**src/rtl/apb_arb_pkg.sv**
```systemverilog
// Shared types and default sizing for the APB request arbiter.
package apb_arb_pkg;

    typedef enum logic [1:0] {
        IDLE  = 2'd0,
        ISSUE = 2'd1,
        WAIT  = 2'd2,
        DONE  = 2'd3
    } arb_state_t;

    localparam int DEF_NUM_REQ = 4;
    localparam int DEF_TIMEOUT = 16;

endpackage

```
**src/rtl/apb_rr_pick.sv**
```systemverilog
// Combinational round-robin picker: first valid requester after last_grant, wrapping.
module apb_rr_pick
    import apb_arb_pkg::*;
#(
    parameter int NUM_REQ = DEF_NUM_REQ,
    parameter int IW      = $clog2(NUM_REQ)
) (
    input  logic [NUM_REQ-1:0] req_valid,
    input  logic [IW-1:0]      last_grant,
    output logic [IW-1:0]      winner,
    output logic               found
);

    logic [IW-1:0] idx;

    always_comb begin
        found  = 1'b0;
        winner = '0;
        idx    = last_grant;
        for (int i = 0; i < NUM_REQ; i++) begin
            idx = (idx == IW'(NUM_REQ - 1)) ? '0 : idx + IW'(1);
            if (!found && req_valid[idx]) begin
                found  = 1'b1;
                winner = idx;
            end
        end
    end

endmodule

```
**src/rtl/apb_req_arbiter.sv**
```systemverilog
// Round-robin arbiter funnelling NUM_REQ requesters onto a single APB master,
// with a bounded wait for the master's ready and a timeout error flag.
module apb_req_arbiter
    import apb_arb_pkg::*;
#(
    parameter int NUM_REQ = DEF_NUM_REQ,
    parameter int TIMEOUT = DEF_TIMEOUT
) (
    input  logic                       PCLK,
    input  logic                       PRESET,
    input  logic [NUM_REQ-1:0]         req_valid,
    input  logic [NUM_REQ-1:0]         req_write,
    input  logic [NUM_REQ-1:0][31:0]   req_addr,
    input  logic [NUM_REQ-1:0][31:0]   req_wdata,
    output logic [NUM_REQ-1:0]         req_done,
    output logic [31:0]                req_rdata,
    output logic                       req_err,
    output logic                       transfer,
    output logic                       write,
    output logic [31:0]                addr,
    output logic [31:0]                wdata,
    input  logic                       ready,
    input  logic [31:0]                rdata,
    output logic [$clog2(NUM_REQ)-1:0] grant_id,
    output logic                       busy
);

    localparam int IW = $clog2(NUM_REQ);
    localparam int CW = $clog2(TIMEOUT);

    arb_state_t    state;
    logic [IW-1:0] last_grant;
    logic [CW-1:0] count;
    logic [IW-1:0] winner;
    logic          found;

    apb_rr_pick #(
        .NUM_REQ (NUM_REQ),
        .IW      (IW)
    ) u_pick (
        .req_valid  (req_valid),
        .last_grant (last_grant),
        .winner     (winner),
        .found      (found)
    );

    always_ff @(posedge PCLK or posedge PRESET) begin
        if (PRESET) begin
            state      <= IDLE;
            transfer   <= 1'b0;
            write      <= 1'b0;
            addr       <= '0;
            wdata      <= '0;
            req_done   <= '0;
            req_rdata  <= '0;
            req_err    <= 1'b0;
            busy       <= 1'b0;
            grant_id   <= '0;
            count      <= '0;
            last_grant <= IW'(NUM_REQ - 1);
        end else begin
            transfer <= 1'b0;
            req_done <= '0;
            case (state)
                IDLE: begin
                    if (found) begin
                        grant_id <= winner;
                        write    <= req_write[winner];
                        addr     <= req_addr[winner];
                        wdata    <= req_wdata[winner];
                        transfer <= 1'b1;
                        busy     <= 1'b1;
                        state    <= ISSUE;
                    end
                end
                ISSUE: begin
                    count <= '0;
                    state <= WAIT;
                end
                WAIT: begin
                    // ready takes priority over an expiring timeout on the same cycle
                    if (ready) begin
                        req_rdata          <= rdata;
                        req_err            <= 1'b0;
                        req_done[grant_id] <= 1'b1;
                        state              <= DONE;
                    end else if (count == CW'(TIMEOUT - 1)) begin
                        req_rdata          <= '0;
                        req_err            <= 1'b1;
                        req_done[grant_id] <= 1'b1;
                        state              <= DONE;
                    end else begin
                        count <= count + CW'(1);
                    end
                end
                DONE: begin
                    last_grant <= grant_id;
                    busy       <= 1'b0;
                    state      <= IDLE;
                end
                default: state <= IDLE;
            endcase
        end
    end

endmodule

```
**config.mk**
```make
export PLATFORM = sky130hd
export DESIGN_NAME = apb_req_arbiter
export DESIGN_NICKNAME = d
export VERILOG_FILES = /design/src/rtl/apb_arb_pkg.sv /design/src/rtl/apb_rr_pick.sv /design/src/rtl/apb_req_arbiter.sv
export SDC_FILE = /design/constraint.sdc
export NUM_CORES = 1
export LEC_CHECK = 0
export ABC_AREA = 0
export BUFFER_PORTS_ARGS = -buffer_cell sky130_fd_sc_hd__buf_2
export CAP_MARGIN = 40
export CORE_AREA = 2 2 157 159
export DETAILED_ROUTE_END_ITERATION = 8
export DIE_AREA = 0 0 159 161
export GPL_ROUTABILITY_DRIVEN = 0
export GPL_TIMING_DRIVEN = 0
export HOLD_SLACK_MARGIN = 0.15
export PLACE_DENSITY = 0.52
export SETUP_SLACK_MARGIN = 0.5
export SLEW_MARGIN = 20
export SYNTH_ARGS = -nofsm -noshare
export SYNTH_HDL_FRONTEND = slang
export SYNTH_SLANG_ARGS = --single-unit
```
**constraint.sdc**
```tcl
create_clock -name PCLK -period 5.53 [get_ports PCLK]
set_clock_uncertainty 0.2 [all_clocks]
set_input_delay 1.3825 -clock PCLK [delete_from_list [all_inputs] [get_ports PCLK]]
set_output_delay 1.3825 -clock PCLK [all_outputs]
set_load 0.02 [all_outputs]
```
== Word level (Yosys, flattened, before mapping) ==
Index checks and enable logic that the tools add are counted.

* Register bits after elaboration: 114
* Latch bits: 0
* Memory bits (writable): 0
* ROM bits: 0
* Input port bits: 299
* Output and inout port bits: 106
* Word-level logic and storage cells: 98
* Memories kept: 0

* $add $sub $neg: 5
* $mul: 0
* Divide/modulo/power cells: 0
* Magnitude comparators: 7
* Equality and inequality tests: 12
* Shifts and indexed selects: 0
* Multiplexer cells: 46
* Bitwise operators: 0
* Reductions and logical operators: 16

{| class="wikitable"
|+ Operators with widths
! operator !! number
|-
| $bmux 32 s2 || 2
|-
| $mux 32 || 4
|-
| $mux 2 || 11
|-
| $mux 4 || 5
|-
| $lt 2x3->1 const B || 6
|-
| $mux 1 || 15
|-
| $eq 2x2->1 const B || 6
|-
| $bmux 1 s2 || 5
|-
| $add 2x1->2 const B || 4
|-
| $pmux 2 s4 || 1
|-
| $pmux 4 s2 || 1
|-
| $reduce_and 2->1 || 4
|-
| $ne 2x2->1 const B || 3
|-
| $reduce_bool 2->1 || 3
|-
| $add 4x1->4 const B || 1
|-
| $eq 4x4->1 const B || 1
|-
| $logic_and 1x1->1 || 4
|-
| $logic_not 1->1 || 3
|-
| $ne 3x3->1 const B || 1
|-
| $reduce_and 3->1 || 1
|-
| $demux 1 s2 || 1
|-
| $eq 2x1->1 const B || 1
|-
| $ge 2x1->1 const B || 1
|-
| $logic_not 2->1 || 1
|-
| $pmux 1 s2 || 1
|}

== Depth between registers and ports, before layout ==
Gate-level depths: netlist of the first run.

* Word-level depth: 16
* Gate-level depth with buffers: 11
* Gate-level depth less buffers: 7

== By module ==
From an unflattened synthesis of the first run, not the netlist that was laid out.

* Cells, all modules: 365
* Area total of the unflattened synthesis: 5,948.2 um^2

{| class="wikitable"
|+ Modules (own cells, without submodules)
! module !! times used !! cells an instance !! area each (um^2) !! seq. area each (um^2)
|-
| apb_req_arbiter || 1 || 351 || 5,840.6 || 2,855.2
|-
| apb_rr_pick || 1 || 14 || 107.6 || 0.0
|}

== Least setup slack after synthesis of the first run ==
Ideal clock, no wire load.

* Path kind: input port to flip-flop
* Start: input port req_valid[1]
* End: register addr[1]
* Setup time: 0.086 ns
* Arrival: 3.140 ns
* Required time: 5.244 ns
* Slack: 2.104 ns
* Cell stages on the path: 9
* Buffers on the path: 3
* Cells stage by stage: buf_6 > or4_1 > a21oi_1 > a221oi_1 > or3_1 > or2_1 > buf_6 > buf_6 > o221ai_2

* Word-level cells in the longest chain between the ends: 14
* Elaborated cells on any way between the ends: 25
* Classes of those cells: 18 x mux; 7 x reduce/logical

{| class="wikitable"
|+ RTL lines
! element !! line !! source
|-
| start: declaration || apb_req_arbiter.sv:11 || <nowiki>input logic [NUM_REQ-1:0] req_valid,</nowiki>
|-
| $bmux 1 s2 || apb_rr_pick.sv:22 || <nowiki>if (!found && req_valid[idx]) begin</nowiki>
|-
| $mux 1 (implied by the code) || apb_rr_pick.sv:22 ||
|-
| $mux 1 || apb_rr_pick.sv:22 ||
|-
| $logic_not 1->1 || apb_rr_pick.sv:22 ||
|-
| $logic_and 1x1->1 || apb_rr_pick.sv:22 ||
|-
| $mux 1 || apb_rr_pick.sv:22 ||
|-
| $logic_not 1->1 || apb_rr_pick.sv:22 ||
|-
| $logic_and 1x1->1 || apb_rr_pick.sv:22 ||
|-
| $mux 1 || apb_rr_pick.sv:22 ||
|-
| $logic_not 1->1 || apb_rr_pick.sv:22 ||
|-
| $logic_and 1x1->1 || apb_rr_pick.sv:22 ||
|-
| $mux 2 || apb_rr_pick.sv:22 ||
|-
| $bmux 32 s2 || apb_req_arbiter.sv:69 || <nowiki>addr <= req_addr[winner];</nowiki>
|-
| $mux 32 (implied by the code) || apb_req_arbiter.sv:69 ||
|-
| end signal: assignment || apb_req_arbiter.sv:69 ||
|-
| end: declaration || apb_req_arbiter.sv:20 || <nowiki>output logic [31:0] addr,</nowiki>
|}

Several ways; a longest one is shown, not always the timed one. The select of a mux whose other input is x is not followed.
A chain may end at the register's enable or synchronous reset.

== Worst setup path in the final report of the first run ==
* Start: input port req_valid[0]
* End: register addr[16]

Same word-level chain as after synthesis.

==> results of run 1 <==
[critical path, cell delays in order]
cell and delay (ns):
clkbuf_1 0.18, nor4_1 0.70, nand2b_1 0.19, clkbuf_1 0.32
buf_2 0.36, buf_1 0.52, nand2_1 0.13, o221ai_1 0.09
[per-layer routing]
layer  track usage (%)  up-vias  wire length [um]
li1                  -     2916                 -
met1              22.6     2783             10100
met2              32.8      279             11900
met3              5.57       17              1820
met4              4.83        0               337
met5                 0        -                 0
[flip-flops by register name, indices dropped and copies added (netlist names)]
name	cells
addr	32
count	4
grant_id	2
state	2
wdata	32
transfer	1
req_rdata	32
write	1
last_grant	2
busy	1
req_err	1
req_done	4
[layout by cell type (no fill, tap or decap), drive strengths merged, types with 3 or more instances in the layout]
cell,netlist,routed
nand2b,4,4
clkbuf,21,39
o221ai,65,65
a22o,32,32
dfrtp,112,112
buf,29,433
a21oi,4,4
nor4,3,3
o21ai,7,7
and2,4,4
mux2i,130,130
nand3,5,5
nand2,79,79
nor2,6,6
ha,7,7
clkinv,0,3
inv,7,15
[final cells by class]
type                            count  area [sq um]  share of cell area [%]
Multi-Input combinational cell    373          3160                    33.8
Sequential cell                   114          2860                    30.5
Timing Repair Buffer              404          2060                    22.0
Clock buffer                       18           429                    4.58
Tap cell                          324           405                    4.33
Buffer                             50           270                    2.89
Clock inverter                     14           146                    1.56
Inverter                            7          31.3                   0.334
[stage by stage]
| stage | power (mW) | hold slack (ns) |
|---|---|---|
| after CTS | 6.01 | 0.287 |
| after detailed placement | 4.89 | 0.268 |
| final | 5.90 | 0.282 |
| after global placement | 4.85 | 0.265 |
| after global routing | 6.33 | 0.304 |
| after floorplan | 3.75 | 0.278 |
[how the worst max path moves through the flow]
stage | startpoint | endpoint | slack (ns) | cells after the start
after global routing | req_valid[0] | addr[16]$_DFFE_PP0P_ | 1.49 | 8
after detailed placement | req_valid[0] | addr[12]$_DFFE_PP0P_ | 1.29 | 8
final | req_valid[0] | addr[16]$_DFFE_PP0P_ | 1.76 | 8
after global placement | PRESET | wdata[28]$_DFFE_PP0P_ | -0.61 | 2
after CTS | req_valid[0] | addr[16]$_DFFE_PP0P_ | 1.71 | 8
after floorplan | PRESET | addr[0]$_DFFE_PP0P_ | 0.94 | 1
[power breakdown]
group / internal [mW] / total [mW] / switching, mW
clock: 0.635 / 1.09 / 0.455
sequential: 1.24 / 1.47 / 0.231
combinational: 1.34 / 3.34 / 2.01
total: 3.21 / 5.90 / 2.69
[cells by family (layout without fill, tap and decap cells)]
logic type / Yosys count / count (layout) / share of synthesized area [%]
adder cells (fa/ha/maj): 7 / 7 / 1.39
XOR/XNOR: 2 / 2 / 0.277
multiplexers: 131 / 131 / 20.8
flip-flops: 114 / 114 / 45.2
AO/OA/AOI/OAI: 120 / 120 / 19.8
buffers and inverters: 57 / 493 / 4.70
AND/OR/NAND/NOR: 113 / 113 / 7.87
==> run_results.csv, run 1 <==
group,metric,value,unit
yosys,yosysMostFrequentCell,"mux2i_1",
clocking,clock_latency,0.41,ns
sta,clock.fmax,265,MHz
sta,min_period,3.77,ns
worst_setup_path,ff2ff_path_depth,10,
layout,final_util,39.1,%
global_routing,grt_pass1_vias,6299,
clocking,clk_pin_slew,0.06,ns
route,drtPass1Iterations,4,
yosys,synth_top_area_share,44.4,%
floorplan,die_h,161,um
yosys,synthCells,544,
global_routing,grt_max_degree,68,
worst_setup_path,cp_data_arrival_time,3.89,ns
yosys,syn_area,6310,sq um
route,wirelength,24200,um
clocking,cts.hold.buffers_added,0,
worst_setup_path,crit-reg2reg-launch,"last_grant[0]$_DFFE_PP1P_",
place,placed_cell_area,8780,sq um
layout,fin_cells,1304,
yosys,ys_ff_latch,114,
worst_setup_path,critPathLaunchType,"input port",
sta,setup_ws,1.76,ns
global_routing,grt_pass1_wl,36800,um
floorplan,coreArea,24000,sq um
sta,hold_viol_final,0,
layout,diodes,0,
clocking,cts_htree_levels,4,
route,drtIter0Drc,228,
hold_path,hold_path_class,"flip-flop to flip-flop",
sta,tightest_slew,0.791,ns
sta,rsz0062_at_grt,"false",
route,vias_per_cell,4.60,
yosys,synthesis.nets,850,
place,portBuffers,400,
clocking,clockBufferDepth,2,
route,drtAntennaViolNets,0,
route,wl_per_cell,18.6,um
floorplan,io_pins,405,
sta,final.period_utilization,68.2,%
yosys,synth.avg_cell_area,11.6,sq um
place,dp_hpwl,19000,um
worst_setup_path,cp.required,5.65,ns
global_routing,antenna_found_initial,0,
layout,fill_cells,2455,
hold_path,hp-start,"addr[21]$_DFFE_PP0P_",
clocking,post_cts_buffers,0,
sta,slew-limit-headroom,47.3,%
place,placed_cells,1271,
clocking,numCtsBuffers,17,
global_routing,grt_overflow_total,0,
layout,num-nets-final,1273,
clocking,cts.sinks,114,
floorplan,die_area,25600,sq um
layout,drive_above_1_share,51.7,%
layout,fin_area,9360,sq um
yosys,synth-edff-count,0,
clocking,cts_resized,0,
yosys,synthFlopType,"dfrtp_1",
floorplan,initial_utilization,26.4,%
worst_setup_path,crit_path_end_kind,"flip-flop",
hold_path,holdPathStages,2,
yosys,synth_area_leaders,"dfrtp_1 (44%), mux2i_1 (21%), o221ai_2 (9.5%), nand2_1 (4.7%), a22o_1 (4.4%)",
global_routing,grt_usage,18.7,%
sta,tns,0,ns
floorplan,die_x,159,um
yosys,yosysWarnings,0,
route,via_count,5995,
yosys,synth.distinct_cells,42,
worst_setup_path,worst-r2r-setup-slack,2.23,ns
worst_setup_path,crit_fanout,10,
yosys,synth_top_area_cell,"dfrtp_1",
hold_path,worstHoldEndpoint,"addr[21]$_DFFE_PP0P_",
sta,finalSetupViolations,0,
yosys,async_reset_ff_share,100,%
power_and_ir_drop,p_per_area,630,nW/um^2
run,maxCapViolations,0,
sta,report.final.slew_viol_count,0,
worst_setup_path,critical_path_class,"input port to flip-flop",
layout,syn_to_final_growth,48.3,%
yosys,ys_top_cells_by_count,"mux2i_1 (130), dfrtp_1 (112), nand2_1 (79), o221ai_2 (40), a22o_1 (32)",
clocking,cts_tree,"built",
yosys,yosysSeqAreaShare,45.2,%
route,drc_errors,0,
place,pre_cts_ws,1.29,ns
power_and_ir_drop,p_leak,5.04,nW
run_status,status,"complete, no violations",
worst_setup_path,r2r-end,"addr[10]$_DFFE_PP0P_",
clocking,root_buffer,"clkbuf_16",
power_and_ir_drop,irDropWorstVdd,0.250,mV
floorplan,rows,57,
(Power assumes the default switching activity.)
==> inputs of run 2 (changes only) <==
Settings changed: CORE_AREA 2 2 157 159 to 2 2 155 157, DIE_AREA 0 0 159 161 to 0 0 157 159, PLACE_DENSITY 0.52 to 0.56.
Clock period 5.53 ns to 3.2 ns, I/O delays scaled along.
==> run_results.csv, run 2 (synthesis gave the netlist of run 1 again) <==
group,metric,value,unit
run_status,status,"complete, no violations",
global_routing,grt_max_degree,33,
hold_path,hp-start,"addr[4]$_DFFE_PP0P_",
place,dp_hpwl,19800,um
power_and_ir_drop,seqPwrFrac,22.1,%
worst_setup_path,cp_data_arrival_time,2.93,ns
worst_setup_path,cp.required,3.32,ns
clocking,cts.hold.buffers_added,0,
sta,tns,0,ns
clocking,cts_htree_levels,4,
worst_setup_path,worst-r2r-setup-slack,0.39,ns
layout,final_cell_mix,"buf_2 (402), dfrtp_1 (112), mux2i_1 (108)",
layout,syn_to_final_growth,61.2,%
global_routing,grtUsageMet3,4.82,%
clocking,clockBufferDepth,2,
hold_path,holdPathStages,2,
hold_path,hold_path_class,"flip-flop to flip-flop",
power_and_ir_drop,irDropWorstVdd,0.457,mV
route,drc_errors,0,
clocking,cts_tree,"built",
route,wl_per_cell,19.7,um
power_and_ir_drop,clockPowerShare,17.2,%
sta,finalSetupViolations,0,
global_routing,grt_busiest_layer,"met2",
clocking,clk_pin_slew,0.06,ns
route,vias_per_cell,4.68,
global_routing,grt_pass1_vias,6481,
clocking,root_buffer,"clkbuf_16",
place,portBuffers,400,
sta,report.final.slew_viol_count,0,
power_and_ir_drop,internal_power,6.55,mW
floorplan,io_pins,405,
clocking,clock_latency,0.42,ns
sta,setup_ws,0.389,ns
worst_setup_path,ff2ff_path_depth,9,
global_routing,antenna_found_initial,2,
worst_setup_path,crit_fanout,5,
power_and_ir_drop,p_leak,5.27,nW
run,maxCapViolations,0,
global_routing,grt_pass1_wl,37400,um
sta,final.period_utilization,87.9,%
power_and_ir_drop,switching_share,43.2,%
worst_setup_path,crit-reg2reg-launch,"last_grant[1]$_DFFE_PP1P_",
power_and_ir_drop,combPwrFrac,60.8,%
hold_path,worstHoldEndpoint,"addr[4]$_DFFE_PP0P_",
clocking,cts.sinks,114,
global_routing,grt_usage,20.1,%
layout,final_common_cell,"buf_2",
power_and_ir_drop,switching_power,4.98,mW
global_routing,grt_overflow_total,0,
global_routing,met1_usage,22.3,%
floorplan,coreArea,23200,sq um
route,drtAntennaViolNets,0,
route,wirelength,25900,um
sta,min_period,2.81,ns
sta,slew-limit-headroom,53.1,%
floorplan,initial_utilization,27.2,%
global_routing,use_met2,37.3,%
worst_setup_path,r2r-end,"wdata[15]$_DFFE_PP0P_",
clocking,numCtsBuffers,17,
floorplan,die_x,157,um
layout,top_regs,"addr: 32 flops, req_rdata: 32 flops, wdata: 32 flops",
sta,tightest_slew,0.702,ns
sta,rsz0062_at_grt,"true",
floorplan,die_area,25000,sq um
sta,clock.fmax,356,MHz
layout,fin_cells,1310,
route,via_count,6135,
worst_setup_path,critical_path_class,"flip-flop to flip-flop",
power_and_ir_drop,p_per_area,1130,nW/um^2
sta,hold_viol_final,0,
place,pre_cts_ws,-0.503,ns
worst_setup_path,critPathLaunchType,"flip-flop",
place,placed_cells,1267,
layout,drive_above_1_share,56.5,%
route,drtIter0Drc,230,
layout,num-nets-final,1283,
layout,fill_cells,2265,
route,drtPass1Iterations,4,
sta,fin_worst_hold_slack,0.278,ns
layout,final_util,43.9,%
worst_setup_path,crit_path_end_kind,"flip-flop",
floorplan,rows,56,
floorplan,die_h,159,um
[run 2: changes by cell type in the layout (fill, tap and decap cells not counted), sizes merged]
cell      change
clkinv        +1
clkinvlp      +2
bufinv        +2
buf           +3
diode         +1
clkbuf        +7
inv           -5
[run 2: layout make-up]
type	instances	area (sq um)	area share, %
clock buffer	18	429	4.22
tap	319	399	3.92
buffer	50	544	5.35
sequential	114	2860	28.0
inverter	7	30.0	0.295
timing repair buffer	414	2280	22.4
clock inverter	14	179	1.76
antenna	1	2.50	0.0246
multi-input combinational	373	3460	34.0
[run 2: repair_timing]
action | in CTS | in global routing
buffers inserted | 3 | 0
endpoints found under the hold margin | 0 | 0
gates cloned | 2 | 5
gates resized for setup | 100 | 28
pin swaps | 9 | 6
setup endpoints to repair | 67 | 67
[run 2: worst max-delay path, stage by stage (launching register included)]
cell and delay (ns):
dfstp_2 0.56, ha_4 0.21, or4_4 0.42, a21oi_2 0.12, a221oi_1 0.05, or3_1 0.38, or2_4 0.32, buf_12 0.17
clkbuf_16 0.16, o221ai_2 0.13
[run 2: per-stage QoR]
step / total power [mW] / area, sq um
after global routing: 12.2 / 10200
after floorplan: 6.50 / 6340
final: 11.5 / 10200
after CTS: 11.3 / 9900
after detailed placement: 8.51 / 8810
after global placement: 8.42 / 8740
[run 2: power by group through the flow]
stage,logic (mW),registers [mW],clock network [mW]
final,7.01,2.55,1.98
after global routing,7.49,2.62,2.10
after CTS,6.71,2.54,2.03
after detailed placement,5.97,2.54,0
after global placement,5.86,2.55,0
after floorplan,3.23,3.27,0
[run 2: worst max-delay path by stage]
stage                         startpoint               endpoint  slack (ns)
6_report       last_grant[1]$_DFFE_PP1P_  wdata[15]$_DFFE_PP0P_        0.39
5_1_grt        last_grant[1]$_DFFE_PP1P_  wdata[25]$_DFFE_PP0P_        0.31
4_1_cts        last_grant[0]$_DFFE_PP1P_  wdata[25]$_DFFE_PP0P_        0.42
3_5_place_dp                req_valid[0]  wdata[31]$_DFFE_PP0P_       -0.50
3_3_place_gp                req_valid[0]  wdata[31]$_DFFE_PP0P_       -0.49
2_1_floorplan               req_valid[1]   addr[20]$_DFFE_PP0P_        0.37
[run 2: metal layers]
metal  vias to the layer above  wire [um]
met4                         2        336
met3                        26       1750
li1                       2935          -
met2                       254      13700
met1                      2918      10100
met5                         -         13
